File: config.mk
export PLATFORM = sky130hd
export DESIGN_NAME = tl_cache_skid_latch
export DESIGN_NICKNAME = d
export VERILOG_FILES = /design/src/rtl/tl_cache_skid_latch.sv
export SDC_FILE = /design/constraint.sdc
export NUM_CORES = 1
export LEC_CHECK = 0
export ABC_AREA = 1
export CORE_MARGIN = 2
export CORE_UTILIZATION = 46
export DETAILED_ROUTE_END_ITERATION = 8
export HOLD_SLACK_MARGIN = 0.03
export PLACE_DENSITY = 0.82
export SYNTH_ARGS = -nofsm -noshare
export SYNTH_HDL_FRONTEND = slang
export SYNTH_SLANG_ARGS = --single-unit
File: constraint.sdc
create_clock -name clk_i -period 1.8 [get_ports clk_i]
set_clock_uncertainty 0.2 [all_clocks]
set_input_delay 0.27 -clock clk_i [delete_from_list [all_inputs] [get_ports clk_i]]
set_output_delay 0.27 -clock clk_i [all_outputs]
set_load 0.005 [all_outputs]
File: src/rtl/tl_cache_skid_latch.sv
// tl_cache_skid_latch
// Two-entry skid latch between the TL stage and the cache stage.
// The main register drives the cache side; the skid register absorbs one
// extra payload when the cache side is blocked, so tl_ready_o is decoded
// from the state register alone and never depends on c_ready_i or
// stall_core_i.
// A saturating counter records every cycle in which a valid output is blocked.

module tl_cache_skid_latch #(
    parameter int DATA_W = 124,
    parameter int CNT_W  = 16
) (
    input  logic              clk_i,
    input  logic              rsn_i,
    input  logic              kill_i,
    input  logic              stall_core_i,
    input  logic              tl_valid_i,
    output logic              tl_ready_o,
    input  logic [DATA_W-1:0] tl_data_i,
    output logic              c_valid_o,
    input  logic              c_ready_i,
    output logic [DATA_W-1:0] c_data_o,
    output logic [1:0]        occupancy_o,
    output logic [CNT_W-1:0]  stall_cnt_o
);

    // EMPTY: nothing held.
    // HALF: main holds the oldest payload.
    // FULL: main is the oldest payload and skid is the newest.
    typedef enum logic [1:0] {
        ST_EMPTY = 2'd0,
        ST_HALF  = 2'd1,
        ST_FULL  = 2'd2
    } state_t;

    state_t             state_q;
    state_t             state_d;
    logic [DATA_W-1:0]  main_q;
    logic [DATA_W-1:0]  main_d;
    logic [DATA_W-1:0]  skid_q;
    logic [DATA_W-1:0]  skid_d;
    logic [CNT_W-1:0]   cnt_q;

    logic               xfer_in;
    logic               xfer_out;
    logic               out_blocked;
    logic               cnt_sat;

    // Handshake outputs and occupancy, decoded purely from the state register.
    always_comb begin
        // NOTE: every output gets a default before the case so no path leaves it unassigned (no latch).
        tl_ready_o  = 1'b1;
        c_valid_o   = 1'b0;
        occupancy_o = 2'd0;
        case (state_q)
            ST_EMPTY: begin
                tl_ready_o  = 1'b1;
                c_valid_o   = 1'b0;
                occupancy_o = 2'd0;
            end
            ST_HALF: begin
                tl_ready_o  = 1'b1;
                c_valid_o   = 1'b1;
                occupancy_o = 2'd1;
            end
            ST_FULL: begin
                tl_ready_o  = 1'b0;
                c_valid_o   = 1'b1;
                occupancy_o = 2'd2;
            end
            default: begin
                tl_ready_o  = 1'b1;
                c_valid_o   = 1'b0;
                occupancy_o = 2'd0;
            end
        endcase
    end

    assign c_data_o    = main_q;
    assign stall_cnt_o = cnt_q;

    // A transfer-out needs the core to be running as well as the cache ready.
    assign xfer_in     = tl_valid_i && tl_ready_o;
    assign xfer_out    = c_valid_o && c_ready_i && !stall_core_i;
    assign out_blocked = c_valid_o && (!c_ready_i || stall_core_i);
    assign cnt_sat     = &cnt_q;

    // Next-state and data-register update; kill overrides every other input.
    always_comb begin
        state_d = state_q;
        main_d  = main_q;
        skid_d  = skid_q;
        if (kill_i) begin
            state_d = ST_EMPTY;
            main_d  = '0;
            skid_d  = '0;
        end else begin
            case (state_q)
                ST_EMPTY: begin
                    if (xfer_in) begin
                        state_d = ST_HALF;
                        main_d  = tl_data_i;
                    end
                end
                ST_HALF: begin
                    if (xfer_in && xfer_out) begin
                        // Old payload leaves while the new one takes its place.
                        state_d = ST_HALF;
                        main_d  = tl_data_i;
                    end else if (xfer_in) begin
                        // Output blocked: park the newcomer behind main.
                        state_d = ST_FULL;
                        skid_d  = tl_data_i;
                    end else if (xfer_out) begin
                        // main keeps its stale value; c_valid_o masks it.
                        state_d = ST_EMPTY;
                    end
                end
                ST_FULL: begin
                    if (xfer_out) begin
                        state_d = ST_HALF;
                        main_d  = skid_q;
                    end
                end
                default: begin
                    state_d = ST_EMPTY;
                end
            endcase
        end
    end

    // State register.
    always_ff @(posedge clk_i or negedge rsn_i) begin
        // NOTE: sequential state uses non-blocking (<=) so every flop samples pre-edge values.
        if (!rsn_i) begin
            state_q <= ST_EMPTY;
        end else begin
            state_q <= state_d;
        end
    end

    // Payload registers.
    always_ff @(posedge clk_i or negedge rsn_i) begin
        // NOTE: the payload registers are reset because c_data_o must read 0 while in reset.
        if (!rsn_i) begin
            main_q <= '0;
            skid_q <= '0;
        end else begin
            main_q <= main_d;
            skid_q <= skid_d;
        end
    end

    // Saturating count of cycles with a valid but blocked output; kill does not clear it.
    always_ff @(posedge clk_i or negedge rsn_i) begin
        if (!rsn_i) begin
            cnt_q <= '0;
        end else if (out_blocked && !cnt_sat) begin
            cnt_q <= cnt_q + CNT_W'(1);
        end
    end

endmodule
==> run summary, run 1 <==
• count of routing violations after the opening detailed-route iteration: 1,583
• post-route minimum period: 2260 ps
• Final setup viols: 270
• P_int: 19.7 mW
• unrepaired setup endpoints after global routing: yes
• number of synthesized register bits: 266
• total area of multi-input combinational cells: 0.00628 mm2
• H-tree depth reported by CTS: 1
• highest signal layer in the routed design: met4
• total overflow reported by the global router: 0
• antenna violations before repair: 3
• fill cell total of the finished layout: 1,313
• number of port buffers: 273
• CTS tree: done
• share of final-layout standard cells stronger than drive strength 1: 0.324
• Syn Std Cell Area: 0.0122 mm2
• Placeable Area: 0.0261 mm2
• detailed route wirelength on metal2: 26.4 mm
• endpoints failing hold: 0
• sequential share of the synthesized area: 0.545
• required time reported for the critical path endpoint: 2050 ps
• worst r2r path cells: 12
• reg-to-reg slack, setup: -460 ps
• area post-placement: 0.0157 mm2
• crit path kind: flip-flop to flip-flop
• end of the worst register-to-register path: c_data_o[104]
• Overall Global Routing Usage: 0.294
• area share of the largest cell type after synthesis: 0.545
• count of vias placed by the detailed router: 13,300
• transition time of the tightest slew-check pin: 587 ps
• Relative slew margins: 0.609
• Die Wd: 167 um
• latest clock arrival within the worst-skew pair: 570 ps
• yosys synthesis warning count: 0
• Max clock buf depth: 3
• CP Capture Point: c_data_o[104]
• crit path launch type: flip-flop
• logic gate share of total power: 0.476
• Arr. time, crit path: 2510 ps
• fmax: 443 MHz
• CTS clk-pin slew, worst paths: 70 ps
• count of unresolved DRC violations after routing: 0
• total power divided by cell area: 1470 mW/mm2
• number of global-route vias before repair: 12,000
• routed wire length per instance: 24.4 um
• post-route met1 wirelength: 18.1 mm
• area added between synthesis and finish: 71.4%
• largest cells by area after synthesis: sky130_fd_sc_hd__dfrtp_1 55%, sky130_fd_sc_hd__o21ai_0 9.4%, sky130_fd_sc_hd__nand2_1 8.7%, sky130_fd_sc_hd__nand3_1 5.6%, sky130_fd_sc_hd__o21bai_1 4.8%
• launching point of the worst reg2reg path: state_q[0]
• Starting Density: 0.468
• clock buffer count from CTS: 28
• post-synthesis instance total: 1,372
• maximum fanout along the worst path: 8
• switching fraction of total power: 0.361
• final setup slack of the worst path: -456 ps
• pin count of the biggest net entering global routing: 73
• detailed-router iteration count before antenna repair: 5
• vertical die dimension: 167 um
• met3 WL: 4.41 mm
• final antenna-violating net count: 0
• vias per cell: 6.15
• failing checks: negative setup slack
• total nets after synthesis: 1,508
• crit end category: flip-flop
• ratio of final minimum period to clock period: 1.25
• number of nets at the end of the flow: 1,937
• power consumption: 30.8 mW
• Routability Congestion: 0.889
• CTS root buffer: sky130_fd_sc_hd__clkbuf_16
• Sinks on Clock Net: 266
• result of the run: complete, but fails checks
• smallest hold slack: 18.8 ps
• number of top-level design ports: 274
• CP Launch Point: state_q[0]
• Layout Cell Area excl Fill: 0.0209 mm2
• total leakage power: 10.7 nW
• mean cell area of the mapped netlist: 8.90 um2
• Max Slew Vio Count: 0
• total net switching power: 11.1 mW
• Die Outline Area: 0.0279 mm2
• Max-Cap Viols: 0
• combined flip-flop and latch cell area: 0.00666 mm2
• post-place setup slack: -320 ps
• leading area contributor after synthesis: sky130_fd_sc_hd__dfrtp_1
• clock share of power: 0.228
• placed wire-length estimate: 22.3 mm
• Hold Crit Class: input port to async pin
• Max VDD drop: 1.42 mV
• distinct cell type count of the synthesized netlist: 26
• number of rows created at floorplan: 59
• wire length of the first global-routing pass: 66.0 mm
• sum of routed wire length over all layers: 52.7 mm
• sequential power share: 0.296
==> worst min-delay path by stage <==
stage	startpoint	end	slack, ps	cells past startpoint
3_3_place_gp	rsn_i	c_data_o[3]	30	1
2_1_floorplan	rsn_i	c_data_o[0]	-230	0
3_5_place_dp	rsn_i	c_data_o[2]	40	1
4_1_cts	rsn_i	c_data_o[4]	40	2
6_report	rsn_i	c_data_o[2]	20	2
5_1_grt	rsn_i	c_data_o[2]	70	2
==> flip-flops by register name, indices dropped and copies added (netlist names) <==
signal and flops:
c_data_o 124, stall_cnt_o 16, skid_q 124, state_q 2
==> cell usage in the layout, fill, tap and decap left out, types with 41 or more instances in the layout <==
cell / instances
sky130_fd_sc_hd__dfrtp_1: 261
sky130_fd_sc_hd__nand2_1: 234
sky130_fd_sc_hd__clkdlybuf4s50_1: 128
sky130_fd_sc_hd__dlymetal6s2s_1: 124
sky130_fd_sc_hd__o21ai_1: 119
sky130_fd_sc_hd__buf_4: 117
sky130_fd_sc_hd__o21ai_2: 110
sky130_fd_sc_hd__o21ai_0: 100
sky130_fd_sc_hd__nand3_2: 79
sky130_fd_sc_hd__o21bai_1: 77
sky130_fd_sc_hd__inv_1: 63
sky130_fd_sc_hd__clkbuf_16: 48
sky130_fd_sc_hd__a22oi_1: 41
==> critical path: stages (launching register included) <==
cell and delay (ps):
sky130_fd_sc_hd__dfrtp_1 370, sky130_fd_sc_hd__inv_2 70, sky130_fd_sc_hd__buf_6 120, sky130_fd_sc_hd__ha_4 290, sky130_fd_sc_hd__nand2_4 50, sky130_fd_sc_hd__nor2_4 90
sky130_fd_sc_hd__nand2_2 70, sky130_fd_sc_hd__nand2_2 80, sky130_fd_sc_hd__nand3_4 120, sky130_fd_sc_hd__buf_12 190, sky130_fd_sc_hd__buf_12 150, sky130_fd_sc_hd__buf_16 150
sky130_fd_sc_hd__o21ai_2 180
==> per-stage QoR <==
stage | std cells | util | TNS [ps]
3_5_place_dp | 1957 | 0.603 | -59140
5_1_grt | 2161 | 0.803 | -92530
2_1_floorplan | 1372 | - | -17290
4_1_cts | 2080 | 0.718 | -67800
6_report | 2161 | 0.803 | -75570
3_3_place_gp | 1957 | 0.603 | -51940
==> layout make-up <==
cell class | instances | area share
clock inverter | 20 | 0.0167
antenna | 3 | 0.000359
timing repair buffer | 509 | 0.295
sequential | 266 | 0.318
multi-input combinational | 927 | 0.300
inverter | 69 | 0.0133
tap | 335 | 0.0200
clock buffer | 32 | 0.0356
==> Yosys cell counts (all sizes together) <==
| cell | n |
|---|---|
| and2 | 1 |
| nand2 | 283 |
| a21boi | 1 |
| a22oi | 44 |
| clkbuf | 56 |
| o21ai | 334 |
| dfrtp | 266 |
| buf | 55 |
| ha | 6 |
| nand4 | 8 |
| inv | 69 |
| xnor2 | 7 |
| nor2 | 24 |
| nand3 | 138 |
| o21bai | 78 |
| o21a | 2 |
==> metal layers <==
| metal | up-vias | GRT usage |
|---|---|---|
| met3 | 266 | 0.0561 |
| met1 | 6498 | 0.363 |
| met2 | 947 | 0.505 |
| met4 | 0 | 0.124 |
| li1 | 5574 | - |
| met5 | - | 0 |
==> logic make-up after synthesis <==
kind of cell             Yosys count  share of synthesized area
AO/OA/AOI/OAI                    459                      0.215
XOR/XNOR                           7                    0.00502
adder cells (fa/ha/maj)            6                    0.00615
buffers and inverters            180                     0.0713
flip-flops                       266                      0.545
AND/OR/NAND/NOR                  454                      0.157
==> power groups by stage <==
stage / registers, mW / clock network (mW) / logic (mW)
2_1_floorplan: 8.86 / 0 / 3.99
3_3_place_gp: 8.92 / 0 / 8.10
3_5_place_dp: 8.96 / 0 / 8.29
4_1_cts: 8.95 / 6.88 / 12.0
5_1_grt: 9.23 / 7.29 / 15.3
6_report: 9.12 / 7.01 / 14.7
==> repair_timing <==
| action | 4_1_cts | 5_1_grt |
|---|---|---|
| hold buffers | 1 | 0 |
| setup buffers | 44 | 66 |
| hold endpoints to repair | 266 | 0 |
| pin swaps | 13 | 14 |
| setup endpoints to repair | 408 | 396 |
| cloned | 31 | 26 |
| resized for setup | 305 | 434 |
Note: power is estimated with default switching activity, not from simulation.
==> run 2: changes to the inputs <==
--- a/config.mk
+++ b/config.mk
@@ -11,6 +11,7 @@
 export DETAILED_ROUTE_END_ITERATION = 8
 export HOLD_SLACK_MARGIN = 0.03
 export PLACE_DENSITY = 0.82
+export SLEW_MARGIN = 20
 export SYNTH_ARGS = -nofsm -noshare
 export SYNTH_HDL_FRONTEND = slang
 export SYNTH_SLANG_ARGS = --single-unit
==> results of run 2 <==
No change in the layout: final DEF, timing and power equal those of run 1.
